File: src/rtl/lockin_pkg.sv
// Shared widths and FSM encoding for the lock-in demodulator.
package lockin_pkg;
   localparam int LOCKIN_DATA_W     = 24;
   localparam int LOCKIN_LUT_BITS   = 18;
   localparam int LOCKIN_LUT_DEPTH  = 10;
   localparam int LOCKIN_PHASE_W    = 32;
   localparam int LOCKIN_N_LOG2_MAX = 16;
   localparam int LOCKIN_OUT_W      = LOCKIN_DATA_W + LOCKIN_LUT_BITS;
   localparam int LOCKIN_ACC_W      = LOCKIN_OUT_W + LOCKIN_N_LOG2_MAX;

   typedef enum logic [1:0] {
      ST_IDLE  = 2'd0,
      ST_RUN   = 2'd1,
      ST_DRAIN = 2'd2
   } lockin_state_e;
endpackage

File: src/rtl/lockin_demodulator_if.sv
// Control, sample stream and I/Q result signals of the lock-in demodulator.
interface lockin_demodulator_if
   import lockin_pkg::*;
#(
   parameter int DATA_W  = LOCKIN_DATA_W,
   parameter int PHASE_W = LOCKIN_PHASE_W,
   parameter int OUT_W   = LOCKIN_OUT_W
);
   logic                      start;
   logic [PHASE_W-1:0]        tuning_word;
   logic [4:0]                n_log2;
   logic signed [DATA_W-1:0]  sample_in;
   logic                      sample_valid;
   logic signed [OUT_W-1:0]   i_out;
   logic signed [OUT_W-1:0]   q_out;
   logic                      out_valid;
   logic                      busy;

   modport master (
      output start, tuning_word, n_log2, sample_in, sample_valid,
      input  i_out, q_out, out_valid, busy
   );

   modport slave (
      input  start, tuning_word, n_log2, sample_in, sample_valid,
      output i_out, q_out, out_valid, busy
   );
endinterface

File: src/rtl/lockin_phase_acc.sv
// Phase accumulator: latches the tuning word on clear, steps once per
// accepted sample, and exposes the top phase bits as the LUT address.
module lockin_phase_acc
   import lockin_pkg::*;
#(
   parameter int PHASE_W   = LOCKIN_PHASE_W,
   parameter int LUT_DEPTH = LOCKIN_LUT_DEPTH
) (
   input  logic                 clk,
   input  logic                 rst_n,
   input  logic                 clear,
   input  logic                 enable,
   input  logic [PHASE_W-1:0]   tuning_word,
   output logic [LUT_DEPTH-1:0] lut_addr
);
   logic [PHASE_W-1:0] phase_q, phase_d;
   logic [PHASE_W-1:0] tw_q, tw_d;

   // Next phase: restart at zero with a fresh tuning word, else advance on accept.
   always_comb begin
      phase_d = phase_q;
      tw_d    = tw_q;
      if (clear) begin
         phase_d = '0;
         tw_d    = tuning_word;
      end else if (enable) begin
         phase_d = phase_q + tw_q;
      end
   end

   // Phase and latched tuning word registers.
   always_ff @(posedge clk or negedge rst_n) begin
      if (!rst_n) begin
         phase_q <= '0;
         tw_q    <= '0;
      end else begin
         phase_q <= phase_d;
         tw_q    <= tw_d;
      end
   end

   assign lut_addr = phase_q[PHASE_W-1 -: LUT_DEPTH];
endmodule

File: src/rtl/lockin_demodulator.sv
// Lock-in demodulator: mixes each accepted sample with the LUT sine/cosine,
// integrates 2^n_eff products and emits the arithmetic-shift average.
module lockin_demodulator
   import lockin_pkg::*;
#(
   parameter int DATA_W     = LOCKIN_DATA_W,
   parameter int LUT_DEPTH  = LOCKIN_LUT_DEPTH,
   parameter int LUT_BITS   = LOCKIN_LUT_BITS,
   parameter int PHASE_W    = LOCKIN_PHASE_W,
   parameter int N_LOG2_MAX = LOCKIN_N_LOG2_MAX,
   parameter int OUT_W      = DATA_W + LUT_BITS
) (
   input  logic                       clk,
   input  logic                       rst_n,
   lockin_demodulator_if.slave        bus,
   output logic [LUT_DEPTH-1:0]       lut_addr,
   input  logic signed [LUT_BITS-1:0] lut_sine,
   input  logic signed [LUT_BITS-1:0] lut_cosine
);
   localparam int ACC_W = OUT_W + N_LOG2_MAX;
   localparam int CNT_W = N_LOG2_MAX + 1;

   lockin_state_e            state_q, state_d;
   logic [4:0]               n_eff_q, n_eff_d;
   logic [CNT_W-1:0]         count_q, count_d, target;
   logic                     accept, clear, fire;
   logic                     vld_p1_q, vld_p1_d, vld_p2_q, vld_p2_d;
   logic signed [DATA_W-1:0] sample_p1_q, sample_p1_d;
   logic signed [OUT_W-1:0]  prod_i_p2_q, prod_i_p2_d, prod_q_p2_q, prod_q_p2_d;
   logic signed [ACC_W-1:0]  acc_i_q, acc_i_d, acc_q_q, acc_q_d;
   logic signed [OUT_W-1:0]  i_out_q, i_out_d, q_out_q, q_out_d;
   logic                     out_valid_q, out_valid_d;

   function automatic logic [4:0] clamp_n(input logic [4:0] n);
      return (n > 5'(N_LOG2_MAX)) ? 5'(N_LOG2_MAX) : n;
   endfunction

   // Averaging is a plain arithmetic shift: truncation toward -inf, low OUT_W bits kept.
   function automatic logic signed [OUT_W-1:0] avg_shift(input logic signed [ACC_W-1:0] acc,
                                                         input logic [4:0] n);
      logic signed [ACC_W-1:0] sh;
      sh = acc >>> n;
      return sh[OUT_W-1:0];
   endfunction

   assign clear  = (state_q == ST_IDLE) && bus.start;
   assign accept = (state_q == ST_RUN) && bus.sample_valid;
   assign target = CNT_W'(1) << n_eff_q;

   lockin_phase_acc #(
      .PHASE_W   (PHASE_W),
      .LUT_DEPTH (LUT_DEPTH)
   ) u_phase_acc (
      .clk         (clk),
      .rst_n       (rst_n),
      .clear       (clear),
      .enable      (accept),
      .tuning_word (bus.tuning_word),
      .lut_addr    (lut_addr)
   );

   // FSM next state: sample counting in RUN, wait for the pipeline to empty in DRAIN.
   always_comb begin
      state_d = state_q;
      count_d = count_q;
      n_eff_d = n_eff_q;
      fire    = 1'b0;
      case (state_q)
         ST_IDLE: begin
            if (bus.start) begin
               n_eff_d = clamp_n(bus.n_log2);
               count_d = '0;
               state_d = ST_RUN;
            end
         end
         ST_RUN: begin
            if (bus.sample_valid) begin
               count_d = count_q + CNT_W'(1);
               if (count_d == target) state_d = ST_DRAIN;
            end
         end
         ST_DRAIN: begin
            if (!vld_p1_q && !vld_p2_q) begin
               fire    = 1'b1;
               state_d = ST_IDLE;
            end
         end
         default: state_d = ST_IDLE;
      endcase
   end

   // Datapath next values: capture, mix, integrate, publish.
   always_comb begin
      // p1: sample aligned with the LUT read issued on the same edge
      sample_p1_d = bus.sample_in;
      vld_p1_d    = accept;
      // p2: full-precision mixer products
      prod_i_p2_d = OUT_W'(sample_p1_q) * OUT_W'(lut_sine);
      prod_q_p2_d = OUT_W'(sample_p1_q) * OUT_W'(lut_cosine);
      vld_p2_d    = vld_p1_q;
      // accumulate: sign-extended, wide enough for 2^N_LOG2_MAX products
      acc_i_d = acc_i_q;
      acc_q_d = acc_q_q;
      if (clear) begin
         acc_i_d = '0;
         acc_q_d = '0;
      end else if (vld_p2_q) begin
         acc_i_d = acc_i_q + ACC_W'(prod_i_p2_q);
         acc_q_d = acc_q_q + ACC_W'(prod_q_p2_q);
      end
      // result: hold until the next completed integration
      i_out_d     = fire ? avg_shift(acc_i_q, n_eff_q) : i_out_q;
      q_out_d     = fire ? avg_shift(acc_q_q, n_eff_q) : q_out_q;
      out_valid_d = fire;
   end

   // Control, accumulator and result registers.
   always_ff @(posedge clk or negedge rst_n) begin
      if (!rst_n) begin
         state_q     <= ST_IDLE;
         count_q     <= '0;
         n_eff_q     <= '0;
         vld_p1_q    <= 1'b0;
         vld_p2_q    <= 1'b0;
         acc_i_q     <= '0;
         acc_q_q     <= '0;
         i_out_q     <= '0;
         q_out_q     <= '0;
         out_valid_q <= 1'b0;
      end else begin
         state_q     <= state_d;
         count_q     <= count_d;
         n_eff_q     <= n_eff_d;
         vld_p1_q    <= vld_p1_d;
         vld_p2_q    <= vld_p2_d;
         acc_i_q     <= acc_i_d;
         acc_q_q     <= acc_q_d;
         i_out_q     <= i_out_d;
         q_out_q     <= q_out_d;
         out_valid_q <= out_valid_d;
      end
   end

   // Pipeline data registers; qualified by the valids, so no reset needed.
   always_ff @(posedge clk) begin
      sample_p1_q <= sample_p1_d;
      prod_i_p2_q <= prod_i_p2_d;
      prod_q_p2_q <= prod_q_p2_d;
   end

   assign bus.i_out     = i_out_q;
   assign bus.q_out     = q_out_q;
   assign bus.out_valid = out_valid_q;
   assign bus.busy      = (state_q != ST_IDLE);
endmodule

File: src/flat_wrapper.sv
// flat-port wrapper written by rule: the top's interface ports become plain ports
module lockin_demodulator_flat import lockin_pkg::*;
#(
   parameter int DATA_W     = LOCKIN_DATA_W,
   parameter int LUT_DEPTH  = LOCKIN_LUT_DEPTH,
   parameter int LUT_BITS   = LOCKIN_LUT_BITS,
   parameter int PHASE_W    = LOCKIN_PHASE_W,
   parameter int N_LOG2_MAX = LOCKIN_N_LOG2_MAX,
   parameter int OUT_W      = DATA_W + LUT_BITS
)
  (clk, rst_n, lut_addr, lut_sine, lut_cosine, bus_start, bus_tuning_word, bus_n_log2, bus_sample_in, bus_sample_valid, bus_i_out, bus_q_out, bus_out_valid, bus_busy);
  lockin_demodulator_if #(.DATA_W(DATA_W), .PHASE_W(PHASE_W), .OUT_W(OUT_W)) bus_i ();
  input  logic clk;
  input  logic rst_n;
  output logic [LUT_DEPTH-1:0] lut_addr;
  input  logic signed [LUT_BITS-1:0] lut_sine;
  input  logic signed [LUT_BITS-1:0] lut_cosine;
  input wire logic [$bits(bus_i.start)-1:0] bus_start;
  input wire logic [$bits(bus_i.tuning_word)-1:0] bus_tuning_word;
  input wire logic [$bits(bus_i.n_log2)-1:0] bus_n_log2;
  input wire logic [$bits(bus_i.sample_in)-1:0] bus_sample_in;
  input wire logic [$bits(bus_i.sample_valid)-1:0] bus_sample_valid;
  output wire logic [$bits(bus_i.i_out)-1:0] bus_i_out;
  output wire logic [$bits(bus_i.q_out)-1:0] bus_q_out;
  output wire logic [$bits(bus_i.out_valid)-1:0] bus_out_valid;
  output wire logic [$bits(bus_i.busy)-1:0] bus_busy;
  assign bus_i.start = bus_start;
  assign bus_i.tuning_word = bus_tuning_word;
  assign bus_i.n_log2 = bus_n_log2;
  assign bus_i.sample_in = bus_sample_in;
  assign bus_i.sample_valid = bus_sample_valid;
  assign bus_i_out = bus_i.i_out;
  assign bus_q_out = bus_i.q_out;
  assign bus_out_valid = bus_i.out_valid;
  assign bus_busy = bus_i.busy;
  lockin_demodulator #(.DATA_W(DATA_W), .LUT_DEPTH(LUT_DEPTH), .LUT_BITS(LUT_BITS), .PHASE_W(PHASE_W), .N_LOG2_MAX(N_LOG2_MAX), .OUT_W(OUT_W)) u_core (.clk(clk), .rst_n(rst_n), .bus(bus_i), .lut_addr(lut_addr), .lut_sine(lut_sine), .lut_cosine(lut_cosine));
endmodule
File: config.mk
export PLATFORM = sky130hd
export DESIGN_NAME = lockin_demodulator_flat
export DESIGN_NICKNAME = d
export VERILOG_FILES = /design/src/rtl/lockin_pkg.sv /design/src/rtl/lockin_demodulator_if.sv /design/src/rtl/lockin_phase_acc.sv /design/src/rtl/lockin_demodulator.sv /design/src/flat_wrapper.sv
export SDC_FILE = /design/constraint.sdc
export NUM_CORES = 2
export LEC_CHECK = 0
export CAP_MARGIN = 10
export CORE_MARGIN = 3
export CORE_UTILIZATION = 63
export DETAILED_ROUTE_END_ITERATION = 10
export PLACE_DENSITY = 0.93
export SLEW_MARGIN = 0
export SYNTH_ARGS = -nofsm -noshare
export SYNTH_HDL_FRONTEND = slang
export SYNTH_SLANG_ARGS = --single-unit
File: constraint.sdc
create_clock -name clk -period 10.4 [get_ports clk]
set_clock_uncertainty 0.15 [all_clocks]
set_input_delay 2.08 -clock clk [delete_from_list [all_inputs] [get_ports clk]]
set_output_delay 2.08 -clock clk [all_outputs]
set_load 0.02 [all_outputs]
# Word level (Yosys, flattened, before mapping)
# Index checks and enable logic that the tools add are counted.
# classes
addsub	4
n_mul	2
magnitude_cmp	1
eq_ne	7
n_shift	3
muxes	17
n_reduce_logical	13
# op_table
op	n
$mux 58	4
$add 58x42->58	2
$sshr 58x5->42	2
$mul 24x18->42	2
$mux 32	2
$mux 17	2
$pmux 17 s2	1
$add 32x32->32	1
$add 17x1->17 const B	1
$eq 17x17->1	1
$shl 1x5->17 const A	1
$mux 2	4
$reduce_bool 2->1	4
$ne 2x2->1 const B	3
$pmux 2 s3	1
$gt 5x5->1 const B	1
$mux 5	1
$reduce_and 4->1	1
$logic_and 1x1->1	3
$reduce_and 3->1	1
$eq 2x1->1 const B	1
$eq 2x2->1 const B	1
$logic_not 1->1	2
$logic_not 2->1	1
other kinds (3)	4
# word_totals
register_bits	399
inputBits	101
output_inout_bits	96
word_cells	62

# Logic depth before layout (Yosys ltp)
# logic_depth
depth_word	5
depth_mapped	27
ltp_nobuf	24

# Modules after synthesis
# Synthesis repeated with hierarchy kept, for this count alone.
# unflattened
cells_unflattened	6556
area_unflattened_um2	58074.4
# by_module_without_submodules
module	instances	cells_per_inst	area_each_um2	seq_area_each_um2
lockin_demodulator	1	6116	53846.6	7842.5
lockin_phase_acc	1	440	4227.8	1601.5

# Least setup slack after synthesis
# OpenSTA, ideal clock, no wires.
# synth_timing
kind	input -> register
from	input lut_cosine[3]
to	register u_core.prod_q_p2_q[41]
arrival_time_ns	7.661
required_time_ns	10.178
slack_ns	2.516
path_stages	25
cell_sequence	clkbuf_1 > nand2_1 > inv_1 > fa_1 > inv_1 > fa_1 > fa_1 > inv_1 > fa_1 > fa_1 > inv_1 > fa_1 > inv_1 > ha_1 > clkbuf_1 > nand2_1 > o21ai_0 > a2111oi_0 > a22oi_1 > a31o_2 > a21oi_2 > o211ai_1 > a31o_2 > a21oi_1 > xnor2_1
# synth_between
elab_chain_len	1
# synth_rtl
item	line_no	rtl
start, declared	flat_wrapper.sv:17	input logic signed [LUT_BITS-1:0] lut_cosine;
$mul 24x18->42	lockin_demodulator.sv:99	prod_q_p2_d = OUT_W'(sample_p1_q) * OUT_W'(lut_cosine);
named net u_core.prod_q_p2_d[41]	lockin_demodulator.sv:29	logic signed [OUT_W-1:0] prod_i_p2_q, prod_i_p2_d, prod_q_p2_q, prod_q_p2_d;
end signal, assigned	lockin_demodulator.sv:148	prod_q_p2_q <= prod_q_p2_d;
end, declared	lockin_demodulator.sv:29	
# The timed path passes the listed nets, and every way through them passes these cells.
# A chain may end at the register's enable or synchronous reset.

# Worst setup path in the final report
# layout_timing
from	input lut_sine[3]
to	register u_core.prod_i_p2_q[41]
# layout_between
elab_chain_len	1
# layout_rtl
item	line_no	rtl
start, declared	flat_wrapper.sv:16	input logic signed [LUT_BITS-1:0] lut_sine;
$mul 24x18->42	lockin_demodulator.sv:98	prod_i_p2_d = OUT_W'(sample_p1_q) * OUT_W'(lut_sine);
named net u_core.prod_i_p2_d[41]	lockin_demodulator.sv:29	
end signal, assigned	lockin_demodulator.sv:147	prod_i_p2_q <= prod_i_p2_d;
end, declared	lockin_demodulator.sv:29	
# The timed path passes the listed nets, and every way through them passes these cells.

==> metrics.cfg <==
[floorplan]
boundaryPins = 197
die_y_um = 311.3
floorplan.initialDensity = 0.6378
num_rows = 111
dieArea_um2 = 96920
core_um2 = 92080
die_x_um = 311.3

[clock_network]
cts_resized = 0
cts.path.max_buffers = 3
cts_buffers = 47
clk_latency_ps = 620
htreeDepth = 2
cts_hold_buf = 0
cts_tree = yes
post_cts_buffers = 0
root_buffer = clkbuf_16
cts.clk_slew.worst_paths_ps = 60
cts.sinks = 399

[critical_path]
reg2reg_depth = 22
rr_startpoint = u_core.sample_p1_q[18]
crit_fanout = 24
cp.required_ps = 10770
cpMostUsedCell = fa_1
crit_path_end = u_core.prod_i_p2_q[41]
cp.buffers_inverters = 6
critPathLaunch = lut_sine[3]
worstPathCellList = clkdlybuf4s50_1 > nand2_1 > inv_1 > fa_1 > inv_1 > fa_1 > inv_1 > fa_1 > fa_1 > fa_1 > inv_1 > fa_1 > inv_1 > ha_1 > a21o_1 > a21o_1 > a21o_1 > a21o_1 > a21o_1 > a21oi_1 > o21ai_1 > a211o_1 > a21oi_1 > xnor2_1
ff2ff_setup_slack_ps = 2880
crit_type = in -> reg
endpoint_kind = flop
cp_data_arrival_time_ps = 9300
path_depth = 24
cpLargestDelayFamily = adder cells
reg2reg_to = u_core.prod_q_p2_q[41]
cpPeakStageDelay_ps = 1090
startpoint_type = input pin
cp_slowest_cell = clkdlybuf4s50_1

[route]
routedWlPerCell_um = 20.17
drc_errors = 0
wl_um = 158700
ant_nets = 0
firstDrtPassIters = 6
drt_iter0_markers = 5084
vias = 47874
vias_per_cell = 6.082

[logic_synthesis]
ys_ff_latch = 399
ys.flop_type = dfrtp_1
synth_area_um2 = 58730
synth_edf_count = 0
seq_area_frac_synth = 0.1608
syn_inst = 6686
ys_warn_count = 0
synthDistinctLibCells = 103
syn_avg_cell_area_um2 = 8.784
synth.net_count = 7996
synth_async_sr_flop_share = 0.7293

[global_routing]
grtUsageMet3 = 0.08625
grt_use_total = 0.3275
grt_max_degree = 103
grt_pass1_wl_um = 258100
antenna_found_initial = 1
use_met1 = 0.4428
gr-usage-met2 = 0.5119
grt_overflow = 0
grt_pass1_vias = 49519
grt.busiest_layer = met2

[hold_path]
holdCritPathClass = reg -> reg
hold_depth = 0

[sta]
timing_hold_violations_final = 0
rsz0062_at_grt = false
fmax_mhz = 112.0
tightest_slew_ps = 1319
fin_setup_tns_ps = 0
period_needed_ps = 8926
finalCritPeriodShare = 0.8583
slew-limit-headroom = 0.1176
finalMaxSlewViolations = 0
setup_viol = 0

[placement]
io_buffers = 196
gp_congestion = 0.9584
dp_hpwl_um = 120400

[cells_and_area]
filler_cell_count = 6678
final_common_cell = nand2_1
drive_above_1_share = 0.05524
area_growth_pct = 6.924
finalNetCount = 7897
final_cell_mix = 1084 x nand2_1, 1042 x inv_1, 853 x fa_1, 356 x ha_1, 333 x and2_1

[run]
drv_cap = 0

[run_status]
status = completed

-- flip-flops by register name, indices dropped and copies added (netlist names), 32 cells and up --
register and flops:
u_core.bus.q_out 42, u_core.prod_q_p2_q 42, u_core.u_phase_acc.tw_q 32, u_core.prod_i_p2_q 42
u_core.u_phase_acc.phase_q 32, u_core.bus.i_out 42, u_core.acc_q_q 58, u_core.acc_i_q 58
-- per-stage QoR --
step	utilization	setup slack, ps	hold slack, ps	area (um^2)	std cells
5_1_grt	0.6820	1150	266.9	62790	7870
4_1_cts	0.6819	1659	261.3	62790	7869
3_5_place_dp	0.6631	1072	237.8	61050	7781
2_1_floorplan	-	2516	204.6	58730	6686
3_3_place_gp	0.6631	1262	240.4	61050	7781
6_report	0.6820	1474	256.9	62800	7871
-- synthesized netlist by cell type, drive strengths merged (12+ instances only) --
master / number / area [um^2]
a211oi: 39 / 297.8
a21o: 125 / 943.4
a21oi: 268 / 1364
a221oi: 12 / 117.6
a31oi: 49 / 306.5
and2: 335 / 2097
and3: 28 / 187.7
buf: 80 / 415.4
clkbuf: 308 / 1167
dfrtp: 291 / 7282
dfxtp: 108 / 2162
fa: 853 / 17080
ha: 356 / 4454
inv: 1045 / 3923
mux2: 61 / 686.9
mux2i: 159 / 1592
mux4: 87 / 1959
nand2: 1085 / 4073
nand2b: 43 / 269.0
nand3: 65 / 330.3
nand4: 40 / 250.2
nor2: 331 / 1242
nor2b: 42 / 262.8
nor3: 55 / 306.6
o211ai: 29 / 222.7
o21a: 34 / 262.8
o21ai: 307 / 1548
o21bai: 31 / 244.0
o31a: 12 / 106.4
o31ai: 21 / 200.2
or3: 17 / 106.4
xnor2: 147 / 1287
xor2: 75 / 664.4
-- routing by layer --
layer / wire length, um / share of wire / vias up
met1: 62140 / 0.39 / 23395
met3: 18690 / 0.12 / 545
met4: 6344 / 0.040 / 0
met5: 0 / 0 / -
li1: - / - / 21127
met2: 71570 / 0.45 / 2807
-- worst register-to-register path, delay by kind of cell (launching register included) --
family	cells	cell delay, ps
fa+ha+maj	7	3510
xor+xnor	1	140
buf+inv	4	610
simple gates	1	130
flops	1	1040
compound gates	9	1870
-- cell families after synthesis --
group                    share of synthesized area
AO/OA/AOI/OAI                               0.1105
XOR/XNOR                                   0.03323
adder cells (fa/ha/maj)                     0.3666
buffers and inverters                      0.09402
flip-flops                                  0.1608
multiplexers                               0.07216
AND/OR/NAND/NOR                             0.1627
-- cell type report --
| cell class | instances | area (um^2) | area share |
|---|---|---|---|
| multi-input combinational | 4851 | 43790 | 0.6973 |
| sequential | 399 | 9473 | 0.1508 |
| inverter | 1047 | 3933 | 0.06262 |
| timing repair buffer | 241 | 2305 | 0.03670 |
| tap | 1243 | 1555 | 0.02477 |
| clock buffer | 56 | 1250 | 0.01990 |
| clock inverter | 32 | 486.7 | 0.007751 |
| antenna | 2 | 5.005 | 0.00007970 |
-- worst min path at each step --
stage	startpoint	slack, ps	end
floorplan	u_core.vld_p1_q	200	u_core.vld_p2_q
global placement	u_core.vld_p1_q	240	u_core.vld_p2_q
detailed placement	u_core.vld_p1_q	240	u_core.vld_p2_q
CTS	u_core.vld_p1_q	260	u_core.vld_p2_q
global route	u_core.vld_p1_q	270	u_core.vld_p2_q
finish	u_core.vld_p1_q	260	u_core.vld_p2_q
Power is left out: the tool's default activity adds up to more than one toggle a clock period on the data nets, which glitch-free logic cannot reach.
